`config.mk`:
```
export PLATFORM = sky130hd
export DESIGN_NAME = mem_initiator
export DESIGN_NICKNAME = d
export VERILOG_FILES = /design/src/rtl/mem_initiator_pkg.sv /design/src/rtl/mem_addr_decode.sv /design/src/rtl/mem_initiator.sv
export SDC_FILE = /design/constraint.sdc
export NUM_CORES = 1
export LEC_CHECK = 0
export CORE_ASPECT_RATIO = 0.6
export CORE_MARGIN = 2
export CORE_UTILIZATION = 41
export DETAILED_ROUTE_END_ITERATION = 6
export GPL_TIMING_DRIVEN = 0
export PLACE_DENSITY = 0.8
export REMOVE_ABC_BUFFERS = 1
export SETUP_SLACK_MARGIN = 0.4
export SYNTH_ARGS = -nofsm -noshare
export SYNTH_HDL_FRONTEND = slang
export SYNTH_HIERARCHICAL = 1
export SYNTH_SLANG_ARGS = --single-unit
```
`constraint.sdc`:
```
create_clock -name clk -period 1.9 [get_ports clk]
set_input_delay 0.19 -clock clk [delete_from_list [all_inputs] [get_ports clk]]
set_output_delay 0.19 -clock clk [all_outputs]
set_load 0.01 [all_outputs]
```
`src/rtl/mem_initiator_pkg.sv`:
```
// Shared constants for the memory initiator: word width, default window
// decode values and FSM state encodings.
package mem_initiator_pkg;

  localparam int WORD_W = 32;

  localparam logic [WORD_W-1:0] DEF_WIN0_BASE = 32'h0000_0000;
  localparam logic [WORD_W-1:0] DEF_WIN1_BASE = 32'h8000_0000;
  localparam logic [WORD_W-1:0] DEF_WIN_MASK  = 32'hFFFF_FF00;

  typedef logic [1:0] state_t;

  localparam state_t IDLE   = 2'd0;
  localparam state_t SETUP  = 2'd1;
  localparam state_t ACCESS = 2'd2;
  localparam state_t RESP   = 2'd3;

  function automatic logic inWindow(input logic [WORD_W-1:0] addr,
                                    input logic [WORD_W-1:0] base,
                                    input logic [WORD_W-1:0] mask);
    return (addr & mask) == base;
  endfunction

endpackage

```
`src/rtl/mem_addr_decode.sv`:
```
// Combinational window check for the initiator. With MEMIF_ALIGN_CHECK_EN
// defined, non-word-aligned addresses are also reported as out of range.
module mem_addr_decode
  import mem_initiator_pkg::*;
#(
  parameter logic [WORD_W-1:0] WIN0_BASE = DEF_WIN0_BASE,
  parameter logic [WORD_W-1:0] WIN1_BASE = DEF_WIN1_BASE,
  parameter logic [WORD_W-1:0] WIN_MASK  = DEF_WIN_MASK
) (
  input  logic [WORD_W-1:0] addr,
  output logic              inRange
);

  logic winHit;

  assign winHit = inWindow(addr, WIN0_BASE, WIN_MASK) ||
                  inWindow(addr, WIN1_BASE, WIN_MASK);

`ifdef MEMIF_ALIGN_CHECK_EN
  assign inRange = winHit && (addr[1:0] == 2'b00);
`else
  assign inRange = winHit;
`endif

endmodule

```
`src/rtl/mem_initiator.sv`:
```
// Requester-side sequencer: one word access per request, driven as
// setup / strobe / release. Optional MEMIF_ALIGN_CHECK_EN rejects misaligned addresses.
module mem_initiator
  import mem_initiator_pkg::*;
#(
  parameter int                WAIT_CYCLES = 2,
  parameter logic [WORD_W-1:0] WIN0_BASE   = DEF_WIN0_BASE,
  parameter logic [WORD_W-1:0] WIN1_BASE   = DEF_WIN1_BASE,
  parameter logic [WORD_W-1:0] WIN_MASK    = DEF_WIN_MASK
) (
  input  logic              clk,
  input  logic              rst_n,
  input  logic              req_valid,
  output logic              req_ready,
  input  logic              req_write,
  input  logic [WORD_W-1:0] req_addr,
  input  logic [WORD_W-1:0] req_wdata,
  output logic              rsp_valid,
  input  logic              rsp_ready,
  output logic [WORD_W-1:0] rsp_rdata,
  output logic              rsp_err,
  output logic [WORD_W-1:0] mem_addr,
  output logic [WORD_W-1:0] mem_wdata,
  output logic              mem_read,
  output logic              mem_write,
  input  logic [WORD_W-1:0] mem_rdata
);

  localparam int CW = (WAIT_CYCLES > 1) ? $clog2(WAIT_CYCLES) : 1;

  state_t        stateReg;
  logic          writeLat;
  logic [CW-1:0] waitCnt;
  logic          inRange;

  mem_addr_decode #(
    .WIN0_BASE(WIN0_BASE),
    .WIN1_BASE(WIN1_BASE),
    .WIN_MASK (WIN_MASK)
  ) uDecode (
    .addr   (req_addr),
    .inRange(inRange)
  );

  assign req_ready = (stateReg == IDLE);
  assign rsp_valid = (stateReg == RESP);

  // Strobes are registered so they drop with reset and only ever change one
  // edge after the address was set up (or before it can change again).
  always_ff @(posedge clk or negedge rst_n) begin
    if (!rst_n) begin
      stateReg  <= IDLE;
      writeLat  <= 1'b0;
      waitCnt   <= '0;
      mem_addr  <= '0;
      mem_wdata <= '0;
      mem_read  <= 1'b0;
      mem_write <= 1'b0;
      rsp_rdata <= '0;
      rsp_err   <= 1'b0;
    end else begin
      case (stateReg)
        IDLE: begin
          if (req_valid) begin
            writeLat  <= req_write;
            rsp_rdata <= '0;
            if (inRange) begin
              mem_addr  <= req_addr;
              mem_wdata <= req_wdata;
              rsp_err   <= 1'b0;
              stateReg  <= SETUP;
            end else begin
              // Illegal access never reaches the memory pins.
              rsp_err  <= 1'b1;
              stateReg <= RESP;
            end
          end
        end
        SETUP: begin
          waitCnt   <= CW'(WAIT_CYCLES - 1);
          mem_read  <= !writeLat;
          mem_write <= writeLat;
          stateReg  <= ACCESS;
        end
        ACCESS: begin
          if (waitCnt == '0) begin
            mem_read  <= 1'b0;
            mem_write <= 1'b0;
            rsp_rdata <= writeLat ? '0 : mem_rdata;
            stateReg  <= RESP;
          end else begin
            waitCnt <= waitCnt - CW'(1);
          end
        end
        RESP: begin
          if (rsp_ready) stateReg <= IDLE;
        end
        default: stateReg <= IDLE;
      endcase
    end
  end

endmodule
```
### Yosys cells after proc, flatten, opt, wreduce, memory -nomap -nowiden

Index checks and enable logic that the tools add are counted.

* bits of input ports: 101
* word-level logic and storage cells: 43
* bits in registers: 103
* output and inout bits: 101

* equal/unequal tests: 7
* add/sub/neg operators: 1
* muxes and demuxes: 15
* reduce and logical (&&, ||, !) cells: 11

Operator list (number)
* 2-to-1 mux 32 bit: 3
* one-hot mux 32 bit (2 select lines): 1
* logical NOT 32 bit: 1
* equality test 24 bit (second input constant): 1
* AND reduction 3 bit: 3
* 2-to-1 mux 2 bit: 4
* one-hot mux 2 bit (4 select lines): 1
* one-hot mux 1 bit (2 select lines): 3
* equality test 2 bit (second input constant): 2
* != test 2 bit (second input constant): 2
* AND reduction 2 bit: 2
* nonzero test 2 bit: 2
* 2-to-1 mux 1 bit: 3
* equality test 2 x 1 -> 1 bit (second input constant): 1
* logical NOT 2 bit: 1
* != test 2 x 1 -> 1 bit (second input constant): 1
* logical NOT 1 bit: 1
* logical OR 1 bit: 1
* subtractor 1 bit (second input constant): 1

### Longest topological paths before layout

* word-level depth: 5
* depth in mapped cells: 7
* gate-level depth less buffers: 5

### Modules after synthesis

The synthesis kept the hierarchy.

By module, submodules not included
* mem_initiator: cells an instance 307, area an instance 4237.8 µm², instances 1, sequential area each 2577.5 µm²
* mem_addr_decode: cells an instance 9, area an instance 56.3 µm², instances 1, sequential area each 0.0 µm²

### Worst setup path after synthesis

OpenSTA, ideal clock, no wires.

* path kind: flip-flop to flip-flop
* from: register stateReg[1]
* to: register rsp_rdata[0]
* arrival time: 1617 ps
* period minus slack after synthesis: 1696 ps
* data required time: 1821 ps
* library setup time: 79 ps
* stages on the path, launching flop included: 7
* buffers on the path: 1
* path slack: 204 ps
* path through: dfrtp_1 inv_1 ha_1 nor2b_4 a211oi_4 buf_8 mux2i_1

* cells in the longest elaborated chain, start to end: 3

Ends and longest elaborated chain
* start, declared: RTL line mem_initiator.sv:31 `state_t stateReg;`
* start signal, assigned: RTL line mem_initiator.sv:52 `stateReg <= IDLE;`
* start signal, assigned: RTL line mem_initiator.sv:71 `stateReg <= SETUP;`
* start signal, assigned: RTL line mem_initiator.sv:75 `stateReg <= RESP;`
* logical NOT 2 bit (*)
* via req_ready: RTL line mem_initiator.sv:14 `output logic req_ready,`
* != test 2 bit (no source line) or nonzero test 2 bit (tied branches)
* AND reduction 3 bit (no source line)
* end signal, assigned: RTL line mem_initiator.sv:89 `rsp_rdata <= writeLat ? '0 : mem_rdata;`
* end, declared: RTL line mem_initiator.sv:20 `output logic [WORD_W-1:0] rsp_rdata,`

The timed path passes the listed nets; every way through them passes the cells marked *.
A chain may end at the register's enable or synchronous reset.

### Worst setup path in the final report

* from: register stateReg[0]
* to: register mem_wdata[22]

* cells in the longest elaborated chain, start to end: 2

Ends and longest elaborated chain
* logical NOT 2 bit: RTL line mem_initiator.sv:62 `case (stateReg)`
* AND reduction 3 bit (no source line)
* end signal, assigned: RTL line mem_initiator.sv:69 `mem_wdata <= req_wdata;`
* end, declared: RTL line mem_initiator.sv:23 `output logic [WORD_W-1:0] mem_wdata,`

No other way between the ends.

==> run_results.csv <==
group,metric,value,unit
logic_synthesis,synthTopCellsByCount,"dfrtp_1, mux2_2, nand2_1",
place,dpl.hpwl,8050,um
worst_setup_path,max_stage_delay,0.39,ns
cts,worstSkewPairLatency,0.33,ns
timing,slew-limit-headroom,0.603,
grt,grt_overflow,0,
cells_and_area,drive_gt1_frac,0.269,
cells_and_area,multiInputGateArea,1610,um2
worst_setup_path,cp.arrival,1.89,ns
timing,period_minus_slack,1.67,ns
die,die_height,83.3,um
cts,tritoncts,"yes",
worst_setup_path,path_delay_family,"buffers and inverters",
cells_and_area,design_area,7360,um2
logic_synthesis,avgSynthCellArea,13.6,um2
logic_synthesis,seq_area_frac_synth,0.600,
worst_setup_path,regToRegStartpoint,"stateReg[0]",
min_path,min_to,"mem_addr[27]",
worst_setup_path,critPathBufInv,4,
worst_setup_path,cp_max_fo,7,
routing,vias,3333,
cts,cts_root_buffer,"clkbuf_16",
cts,numCtsBuffers,9,
worst_setup_path,r2r_end,"mem_wdata[22]",
power,leakage,3.46,nW
run,cap_violations,0,
logic_synthesis,synth-simple-area-share,0.0568,
die,initial_utilization,0.429,
worst_setup_path,r2r_setup_slack,0.23,ns
cts,htree_levels,3,
cells_and_area,regArea,2580,um2
min_path,min_path_type,"in -> reg",
timing,worst_pin_slew,0.595,ns
cells_and_area,fin_util,0.734,
cells_and_area,stdcell_count,689,
routing,route.detailed.drc,0,
power,ir_drop,0.000878,V
grt,antenna_found_initial,0,
place,postPlaceCellArea,6450,um2
worst_setup_path,crit_type,"reg -> reg",
logic_synthesis,yosys-top-cells-area,"dfrtp_1, mux2_2, mux2i_1, nand2_1, inv_1",
logic_synthesis,synth_mux_area_frac,0.255,
routing,drt-pass1-iter-count,4,
logic_synthesis,synth_seq_cells,103,
cts,cts_sinks,103,
die,dieArea,11300,um2
routing,wl_met2,5840,um
place,numPortBuffers,201,
routing,drt_iter0_drc,101,
worst_setup_path,reg2regPathDepth,7,
worst_setup_path,required,2.12,ns
routing,post_drt_via_cell_ratio,4.84,
logic_synthesis,yosysWarnings,6,
timing,fmax,597,MHz
die,io_pins,202,
worst_setup_path,critPathLaunchType,"flip-flop",
logic_synthesis,synth_top_family_by_area,"multiplexers",
grt,grt_pass1_wl,18800,um
worst_setup_path,critPathSlowestCell,"dfrtp_1",
routing,finalWirelength,12400,um
logic_synthesis,syn_inst,316,
logic_synthesis,synth_xor_area_frac,0,
cells_and_area,n_antenna_cell,0,
min_path,min_path_cells,2,
logic_synthesis,synthAdderAreaFrac,0.0146,
timing,skew,0.00656,ns
timing,hold_viol_final,0,
timing,setup_viol,0,
routing,wl_met1,5510,um
routing,top_layer,"met4",
logic_synthesis,synth_compound_area_frac,0.0114,
routing,wl_met3,895,um
grt,grt_max_degree,61,
power,power_density,1150,nW/um2
cells_and_area,n_fill_cell,691,
cells_and_area,nets,655,
routing,final_antenna_net_count,0,
timing,slew_violations,0,
run_status,status,"completed",
logic_synthesis,async_flop_share,1.00,
worst_setup_path,cp-end-kind,"flip-flop",
timing,finalCritPeriodShare,0.881,
logic_synthesis,synthFlopType,"dfrtp_1",
die,rows,28,
routing,routedWlPerCell,17.9,um
grt,grt_util_all_layers,0.214,
logic_synthesis,yosysTopAreaCell,"dfrtp_1",
logic_synthesis,yosysMostFrequentCell,"dfrtp_1",
place,dp_cells,644,
die,coreArea,10000,um2
cells_and_area,areaGrowthSynthToFinish,71.3,%
grt,grt_pass1_vias,3481,
cts,path_clk_slew,0.06,ns
timing,rsz0062_at_grt,"yes",
logic_synthesis,synth_area,4290,um2
place,routabilityCongestion,0.774,
logic_synthesis,synthDistinctLibCells,23,
min_path,holdCritStartpoint,"req_addr[27]",
die,die_x,136,um
cts,cts.path.max_buffers,2,
logic_synthesis,synth-edff-count,0,
worst_setup_path,crit_chain,"inv_2 -> ha_4 -> nand3_4 -> buf_6 -> buf_12 -> buf_16 -> mux2_4",
logic_synthesis,yosys.area.top_type_share,0.600,
==> power breakdown <==
group / total (mW) / internal [mW] / switching, mW
clock: 1.94 / 1.16 / 0.785
combinational: 3.65 / 2.07 / 1.58
sequential: 2.87 / 2.61 / 0.260
==> worst register-to-register path: cells and delay by family, from the launching register on <==
kind,cells,cell delay [ns]
buffers and inverters,4,0.55
flip-flops,1,0.39
multiplexers,1,0.31
adder cells (fa/ha/maj),1,0.20
AND/OR/NAND/NOR,1,0.10
==> per-layer routing <==
metal,GRT usage,up-vias
li1,-,1521
met1,0.288,1672
met2,0.337,125
met3,0.0702,15
met4,0.0511,0
met5,0,-
==> cell type report <==
type                            instances  share of cell area
Inverter                               36              0.0184
Sequential cell                       103               0.351
Multi-Input combinational cell        164               0.219
Clock buffer                           11              0.0316
Tap cell                              135              0.0230
Clock inverter                          5              0.0112
Timing Repair Buffer                  235               0.346
==> cells in the final DEF (no fill, tap or decap), types with 2 or more instances in the layout <==
| master | instances |
|---|---|
| inv_1 | 34 |
| buf_8 | 4 |
| ha_4 | 4 |
| dfrtp_1 | 102 |
| nor4_2 | 2 |
| buf_12 | 5 |
| buf_16 | 10 |
| clkdlybuf4s15_2 | 2 |
| inv_2 | 2 |
| clkbuf_2 | 3 |
| clkinvlp_4 | 3 |
| nor2b_4 | 2 |
| clkbuf_1 | 2 |
| mux2_2 | 61 |
| mux2i_2 | 2 |
| mux2_4 | 6 |
| nor2_1 | 2 |
| clkdlybuf4s15_1 | 4 |
| nand2_1 | 38 |
| dlymetal6s2s_1 | 4 |
| clkdlybuf4s50_1 | 171 |
| mux2i_1 | 31 |
| clkbuf_16 | 10 |
| o21ai_0 | 2 |
| nor2_4 | 2 |
| buf_2 | 6 |
| bufinv_16 | 2 |
| dlygate4sd2_1 | 8 |
| nor4_4 | 2 |
| buf_6 | 4 |
| buf_4 | 12 |
==> sequential cells by signal, indices dropped and copies added (netlist names) <==
signal,cells
waitCnt,1
mem_wdata,32
rsp_rdata,32
writeLat,1
stateReg,2
mem_addr,32
mem_read,1
mem_write,1
rsp_err,1
==> cell families (layout without fill, tap and decap cells) <==
family,Yosys count,count (layout)
flip-flops,103,103
multiplexers,101,101
AND/OR/NAND/NOR,53,53
buffers and inverters,49,287
adder cells (fa/ha/maj),5,5
AO/OA/AOI/OAI,5,5
==> how the worst max path moves through the flow <==
stage / endpoint / from / depth (start not counted)
finish: mem_wdata[22] / stateReg[0] / 7
global route: rsp_rdata[2] / stateReg[0] / 7
floorplan: rsp_rdata[0] / stateReg[1] / 5
global placement: rsp_rdata[10] / rst_n / 1
CTS: rsp_rdata[8] / stateReg[0] / 7
detailed placement: mem_wdata[22] / req_addr[9] / 7
==> through the flow <==
step	hold WS [ns]	setup WS [ns]	total power [mW]	setup TNS, ns
finish	0.132	0.225	8.45	0
global route	0.130	0.164	8.91	0
CTS	0.105	0.273	8.30	0
detailed placement	0.233	-0.707	5.81	-47.20
global placement	0.479	-3.25	5.24	-481.79
floorplan	-0.106	-0.561	4.34	-48.93
==> what timing repair did <==
action,in CTS,in global routing
gates cloned,8,1
hold endpoints to repair,43,0
pin swaps,14,7
buffers inserted,18,1
setup endpoints to repair,100,104
resized for setup,103,23
hold buffers,1,0
No activity file was read; power rests on OpenSTA's default activity.
